[src/rtl/fwd_hazard_unit.sv]
// Forwarding and load-use hazard unit for the EX-stage ALU operand muxes of a 5-stage MIPS pipeline.
// Shadows the destination info of the EX and MEM occupants and registers the forward selects alongside ID/EX.
module fwd_hazard_unit #(
    parameter int REG_AW = 5,
    parameter int CNT_W  = 16
) (
    input  logic              clk,
    input  logic              rst_n,
    input  logic              id_valid,
    input  logic [REG_AW-1:0] id_rs,
    input  logic [REG_AW-1:0] id_rt,
    input  logic              id_use_rs,
    input  logic              id_use_rt,
    input  logic [REG_AW-1:0] id_rd,
    input  logic              id_regwrite,
    input  logic              id_memread,
    input  logic              flush,
    input  logic              hold,
    output logic              stall,
    output logic [1:0]        fwd_a,
    output logic [1:0]        fwd_b,
    output logic [CNT_W-1:0]  stall_cnt
);

    typedef enum logic [1:0] {
        SEL_RF  = 2'b00,
        SEL_WB  = 2'b01,
        SEL_MEM = 2'b10
    } fwd_sel_e;

    typedef struct packed {
        logic              valid;
        logic [REG_AW-1:0] rd;
        logic              regwrite;
        logic              memread;
    } ex_slot_t;

    typedef struct packed {
        logic              valid;
        logic [REG_AW-1:0] rd;
        logic              regwrite;
    } mem_slot_t;

    // The WB occupant is covered by the register file's write-before-read,
    // so nothing downstream of MEM needs a shadow slot here.
    ex_slot_t         ex_q;
    mem_slot_t        mem_q;
    fwd_sel_e         fwd_a_q, fwd_b_q, fwd_a_d, fwd_b_d;
    logic [CNT_W-1:0] cnt_q;

    logic ex_hits_rs, ex_hits_rt, mem_hits_rs, mem_hits_rt;
    logic load_use, squash;

    // NOTE: combinational logic uses blocking assignments with every output
    // given a default first, so no latch can be inferred.
    always_comb begin
        ex_hits_rs  = id_use_rs && ex_q.valid && ex_q.regwrite
                      && (ex_q.rd == id_rs) && (id_rs != '0);
        ex_hits_rt  = id_use_rt && ex_q.valid && ex_q.regwrite
                      && (ex_q.rd == id_rt) && (id_rt != '0);
        mem_hits_rs = id_use_rs && mem_q.valid && mem_q.regwrite
                      && (mem_q.rd == id_rs) && (id_rs != '0);
        mem_hits_rt = id_use_rt && mem_q.valid && mem_q.regwrite
                      && (mem_q.rd == id_rt) && (id_rt != '0);

        load_use = id_valid && ex_q.memread && (ex_hits_rs || ex_hits_rt);
        stall    = load_use && !flush && !hold;
        squash   = flush || stall || !id_valid;

        // EX/MEM occupants become MEM/WB in the cycle these selects are used.
        fwd_a_d = SEL_RF;
        fwd_b_d = SEL_RF;
        if (!squash) begin
            if (ex_hits_rs)       fwd_a_d = SEL_MEM;
            else if (mem_hits_rs) fwd_a_d = SEL_WB;
            if (ex_hits_rt)       fwd_b_d = SEL_MEM;
            else if (mem_hits_rt) fwd_b_d = SEL_WB;
        end
    end

    // NOTE: sequential state uses non-blocking assignments so every register
    // samples pre-edge values; the async reset clears all slots, which also
    // drops any bubble that was pending when reset hit.
    always_ff @(posedge clk or negedge rst_n) begin
        if (!rst_n) begin
            ex_q    <= '0;
            mem_q   <= '0;
            fwd_a_q <= SEL_RF;
            fwd_b_q <= SEL_RF;
            cnt_q   <= '0;
        end else if (!hold) begin
            mem_q <= '{valid: ex_q.valid, rd: ex_q.rd, regwrite: ex_q.regwrite};
            if (squash) begin
                ex_q <= '0;
            end else begin
                ex_q <= '{valid: 1'b1, rd: id_rd, regwrite: id_regwrite,
                          memread: id_memread};
            end
            fwd_a_q <= fwd_a_d;
            fwd_b_q <= fwd_b_d;
            if (stall && (cnt_q != '1)) cnt_q <= cnt_q + CNT_W'(1);
        end
    end

    assign fwd_a     = fwd_a_q;
    assign fwd_b     = fwd_b_q;
    assign stall_cnt = cnt_q;

endmodule
[config.mk]
export PLATFORM = sky130hd
export DESIGN_NAME = fwd_hazard_unit
export DESIGN_NICKNAME = d
export VERILOG_FILES = /design/src/rtl/fwd_hazard_unit.sv
export SDC_FILE = /design/constraint.sdc
export NUM_CORES = 1
export LEC_CHECK = 0
export BUFFER_PORTS_ARGS = -buffer_cell sky130_fd_sc_hd__clkbuf_2
export CAP_MARGIN = 20
export CORE_ASPECT_RATIO = 0.5
export CORE_MARGIN = 2
export CORE_UTILIZATION = 25
export CTS_BUF_LIST = sky130_fd_sc_hd__clkbuf_4 sky130_fd_sc_hd__clkbuf_8 sky130_fd_sc_hd__clkbuf_16
export CTS_CLUSTER_DIAMETER = 150
export CTS_CLUSTER_SIZE = 25
export DETAILED_ROUTE_END_ITERATION = 8
export GPL_TIMING_DRIVEN = 0
export PLACE_DENSITY = 0.42
export SYNTH_ARGS = -nofsm -noshare
export SYNTH_HDL_FRONTEND = slang
export SYNTH_SLANG_ARGS = --single-unit
[constraint.sdc]
create_clock -name clk -period 2.52 [get_ports clk]
set_clock_uncertainty 0.2 [all_clocks]
set_input_delay 0.504 -clock clk [delete_from_list [all_inputs] [get_ports clk]]
set_output_delay 0.504 -clock clk [all_outputs]
set_load 0.05 [all_outputs]
==> flow_summary.yaml, run 1 <==
outcome:
  status: "finished with violations"
  violations: "negative setup slack"
cells_and_area:
  n_fill_cell: 694
  mostFrequentLayoutCells: "clkbuf_2, dfrtp_1, xnor2_1"
  diodes: 0
  nets: 238
  synthToLayoutAreaGrowth_pct: 34.54
  mostFrequentLayoutCell: "clkbuf_2"
  fin_cells: 306
  final_layout_size_suffix_gt1_frac: 0.3972
  multiInputGateArea_um2: 945.9
  ff_latch_area_um2: 875.8
placement:
  dp_hpwl_um: 3158
  port-buffer-count: 44
  finalWeightedCongestion: 0.7713
  placed_cells: 291
clock_network:
  hold_buffers: 0
  cts_tree: "yes"
  cts_buffers: 5
  insertion_delay_ns: 0.27
  clk_path_buf_depth: 2
  cts_root_buf: "clkbuf_16"
  htreeDepth: 2
  clkSlewWorstSetupHoldPaths_ns: 0.05
  cts_sinks: 35
synth:
  synth_area_um2: 1800
  muxShareOfSynthArea: 0.05212
  synth-seq-area-share: 0.4864
  netlist_instances: 155
  yosysTopAreaCell: "dfrtp_1"
  synth_edf_count: 0
  avgSynthCellArea_um2: 11.62
  yosysUniqueCellTypes: 33
  synth-simple-area-share: 0.1661
  yosysWarningCount: 0
  synth_fa_ha_area_frac: 0.006949
  async_reset_ff_frac: 1.000
  synth_top_area_share: 0.4864
  synth_area_leaders: "dfrtp_1, xnor2_1, xor2_1"
  synth_xor_area_frac: 0.1703
  synth_compound_area_frac: 0.09729
  synth.ff_latch_count: 35
  yosys_most_used_dff: "dfrtp_1"
  syn_nets: 180
  synth_top_family_by_area: "XOR/XNOR gates"
floorplanning:
  initial_utilization: 0.2636
  die_area_um2: 7938
  die_h_um: 64.01
  pin_count: 45
  die-width_um: 124.0
  core_area_um2: 6832
  rows: 21
setup_path:
  crit_arrival_ns: 1.84
  critPathBufInv: 3
  cp-start-kind: "primary input"
  critPathKind: "primary input to output port"
  cpPeakStageDelay_ns: 0.53
  r2r_setup_slack_ns: 0.18
  cp_top_family: "simple AND/OR/NAND/NOR gates"
  cp_slowest_cell: "or4_4"
  crit_path_max_fanout: 2
  path_cells: "clkbuf_8 > or4_4 > o21ai_4 > nor3_4 > o211ai_4 > inv_2 > clkbuf_16"
  worstPathRequired_ns: 1.82
  cp-end-kind: "output port"
grt:
  gr-total-overflow: 0
  met2_usage: 0.1799
  busiest_layer: "met2"
  grt_pass1_vias: 1427
  grt_util_met3: 0.03482
  grt_pass1_wl_um: 7348
  grt_util_met1: 0.1732
  grt_max_degree: 36
  grt.total_usage: 0.1229
  antenna_found_initial: 0
drt:
  vias: 1358
  drc: 0
  drt-initial-drc-count: 43
  ant_nets: 0
  wl_um: 4406
  wl_per_cell_um: 14.40
  firstDrtPassIters: 4
  vias_per_cell: 4.438
timing:
  period_share: 1.010
  final.setup.worst_slack_ns: -0.02538
  setup_viol: 1
  rsz0062_at_grt: "yes"
  hold_slack_ns: 0.1420
  drv_slew: 0
  fmax_ghz: 0.3929
  timing.slew.headroom: 0.4126
  period_needed_ns: 2.545
  worst_slew_pin_slew_ns: 0.8811
  hold_viol: 0
run:
  maxCapViolations: 0
power:
  peakVddDrop_v: 0.0002165
  p_leak_nw: 1.179
  power.density_nw_per_um2: 536.3
min_path:
  hold_class: "primary input to async pin"
==> state kept, by name (all words and copies together), names as in the netlist <==
signal / cells
fwd_b: 2
fwd_a: 2
ex_q: 8
mem_q: 7
stall_cnt: 16
==> final timing paths <==
path,startpoint,depth (start not counted),to
worst max-delay path,id_rt[3],7,stall
worst min-delay path,rst_n,1,stall_cnt[1]
worst max register to register,ex_q[2],9,stall_cnt[11]
worst min register to register,stall_cnt[9],1,stall_cnt[9]
max in group asynchronous,rst_n,1,mem_q[2]
min in group clk,id_rd[0],2,ex_q[2]
==> what timing repair did <==
action | CTS | global route
gates resized for setup | 14 | 1
setup endpoints to repair | 1 | 2
gates cloned | 0 | 1
buffers inserted | 5 | 1
pin swaps | 7 | 3
==> logic make-up after synthesis <==
logic type | after synthesis
AND/OR/NAND/NOR | 49
XOR/XNOR | 35
flip-flops | 35
AO/OA/AOI/OAI | 20
multiplexers | 8
buffers and inverters | 7
adder cells (fa/ha/maj) | 1
==> metal layers <==
layer	vias up	share of wire
met5	-	0
met4	0	0.0095
met3	4	0.044
met2	27	0.44
met1	659	0.50
li1	668	-
==> Yosys cell counts (3+ instances only) <==
| library cell | number |
|---|---|
| nand4_1 | 5 |
| a21o_1 | 3 |
| xor2_1 | 16 |
| inv_1 | 3 |
| nand3_1 | 9 |
| xnor2_1 | 19 |
| nor3_2 | 6 |
| nor2_1 | 6 |
| and3_1 | 3 |
| a22o_1 | 9 |
| nor3_1 | 5 |
| nand2_1 | 6 |
| dfrtp_1 | 35 |
| mux2_2 | 7 |
==> power breakdown <==
part           total [mW]  internal (mW)  switching [mW]
Combinational       0.113         0.0580          0.0555
Sequential          0.599          0.579          0.0205
Clock               0.586          0.360           0.226
==> per-stage QoR <==
stage                     total power, mW  setup slack [ns]    util  instance area [um2]  setup TNS, ns
final                               1.299          -0.02538  0.3546                 2422       -0.02538
after global routing                1.358          -0.06297  0.3546                 2422       -0.06297
after CTS                           1.319          -0.05439  0.3511                 2399       -0.05439
after detailed placement           0.7145           -0.3418  0.3126                 2136        -0.3766
after global placement             0.7124           -0.3112  0.3126                 2136        -0.3370
after floorplan                    0.6613           0.01372       -                 1800              0
==> cell type report <==
class | count | share of cell area
Inverter | 3 | 0.004649
Clock inverter | 3 | 0.006198
Multi-Input combinational cell | 113 | 0.3905
Tap cell | 92 | 0.04752
Sequential cell | 35 | 0.3616
Timing Repair Buffer | 51 | 0.1271
Buffer | 4 | 0.01085
Clock buffer | 5 | 0.05165
(Power assumes the default switching activity.)
==> inputs of run 2 (changes only) <==
==> constraint.sdc (replaced) <==
create_clock -name clk -period 2.52 [get_ports clk]
set_clock_uncertainty 0.2 [all_clocks]
set_input_delay 0.252 -clock clk [delete_from_list [all_inputs] [get_ports clk]]
set_output_delay 0.252 -clock clk [all_outputs]
set_load 0.05 [all_outputs]
==> flow_summary.yaml, run 2 (synthesis gave the netlist of run 1 again) <==
outcome:
  status: "completed"
placement:
  port-buffer-count: 44
  finalWeightedCongestion: 0.7713
  placed_cells: 291
  placed_cell_area_um2: 2136
  dp_hpwl_um: 3158
cells_and_area:
  mostFrequentLayoutCell: "clkbuf_2"
  fin_cells: 309
  final_layout_size_suffix_gt1_frac: 0.3548
  nets: 241
  mostFrequentLayoutCells: "clkbuf_2, dfrtp_1, xnor2_1"
  largest_reg_flops: 16
  final_area_um2: 2381
  diodes: 0
  synthToLayoutAreaGrowth_pct: 32.24
setup_path:
  critPathKind: "flip-flop to output port"
  cp-start-kind: "flip-flop"
  r2r_start: "ex_q[2]"
  r2r_setup_slack_ns: 0.28
  worstPathRequired_ns: 2.07
  crit_path_max_fanout: 6
  reg2reg_depth: 8
  cp-end-kind: "output port"
  r2r_end: "stall_cnt[11]"
  crit_arrival_ns: 1.94
min_path:
  hold_depth: 2
  hold_class: "primary input to flip-flop"
  worstHoldEndpoint: "ex_q[0]"
  hp-start: "id_memread"
drt:
  drt-initial-drc-count: 45
  wl_um: 4274
  vias_per_cell: 4.395
  vias: 1358
  wl_per_cell_um: 13.83
  ant_nets: 0
  firstDrtPassIters: 4
  drc: 0
floorplanning:
  die_area_um2: 7938
  die_h_um: 64.01
  die-width_um: 124.0
  pin_count: 45
  rows: 21
  core_area_um2: 6832
  initial_utilization: 0.2636
timing:
  period_share: 0.9501
  tns_ns: 0
  period_needed_ns: 2.394
  timing.slew.headroom: 0.4184
  setup_viol: 0
  fmax_ghz: 0.4177
  drv_slew: 0
  hold_viol: 0
  worst_slew_pin_slew_ns: 0.8724
power:
  peakVddDrop_v: 0.0002164
  power.total_mw: 1.302
  power.density_nw_per_um2: 546.7
  p_leak_nw: 1.184
clock_network:
  cts_buffers: 5
  cts_sinks: 35
  htreeDepth: 2
  cts_tree: "yes"
  clkSlewWorstSetupHoldPaths_ns: 0.06
  insertion_delay_ns: 0.27
  cts_root_buf: "clkbuf_16"
  clk_path_buf_depth: 2
grt:
  met2_usage: 0.1813
  grt_pass1_vias: 1438
  antenna_found_initial: 0
  grt_util_met3: 0.03571
  busiest_layer: "met2"
  grt_max_degree: 36
  gr-total-overflow: 0
  grt_util_met1: 0.1698
  grt_pass1_wl_um: 7355
  grt.total_usage: 0.1223
run:
  maxCapViolations: 0
==> run 2: critical path: stages (launching register included) <==
cell and delay, ns:
dfrtp_1 0.44, xnor2_1 0.20, nand4_1 0.20, nor3_4 0.27, o211ai_2 0.20, inv_1 0.10
buf_2 0.26
==> run 2: repair_timing <==
item	CTS	global route
hold endpoints to repair	41	0
setup endpoints to repair	1	1
resized for setup	1	2
setup buffers	0	3
pin swaps	1	2
hold buffers	7	0
==> run 2: worst max-delay path by stage <==
stage	start	endpoint	slack [ns]
final	ex_q[2]	stall	0.13
after global routing	ex_q[5]	stall	-0.02
after CTS	ex_q[2]	stall	0.01
after detailed placement	id_rt[0]	stall	0.16
after global placement	id_rt[0]	stall	0.19
after floorplan	stall_cnt[0]	stall_cnt[1]	0.29
==> run 2: area by class of cell <==
type                       instances  area, um2
clock buffer                       5      125.1
clock inverter                     3      15.01
tap                               92      115.1
inverter                           3      11.26
buffer                             4      26.28
sequential                        35      875.8
timing repair buffer              54      312.8
fill                             704       4451
multi-input combinational        113      899.6
==> run 2: metal layers <==
layer,vias up,part of all wire
met5,-,0
met1,658,0.50
met4,0,0.0084
met2,22,0.44
li1,676,-
met3,2,0.043
==> run 2: report_power, final <==
group / internal, mW / switching [mW] / leakage (nW)
sequential: 0.579 / 0.0201 / 0.476
clock: 0.360 / 0.229 / 0.0733
combinational: 0.0597 / 0.0535 / 0.635
total: 0.999 / 0.303 / 1.18
==> run 2: through the flow <==
stage | utilization | setup WS [ns] | hold slack (ns)
6_report | 0.3485 | 0.1258 | 0.01818
5_1_grt | 0.3485 | -0.01836 | 0.02308
4_1_cts | 0.3443 | 0.01009 | 0.01153
3_5_place_dp | 0.3126 | 0.1622 | 0.2193
3_3_place_gp | 0.3126 | 0.1928 | 0.2273
2_1_floorplan | - | 0.2878 | -0.2436
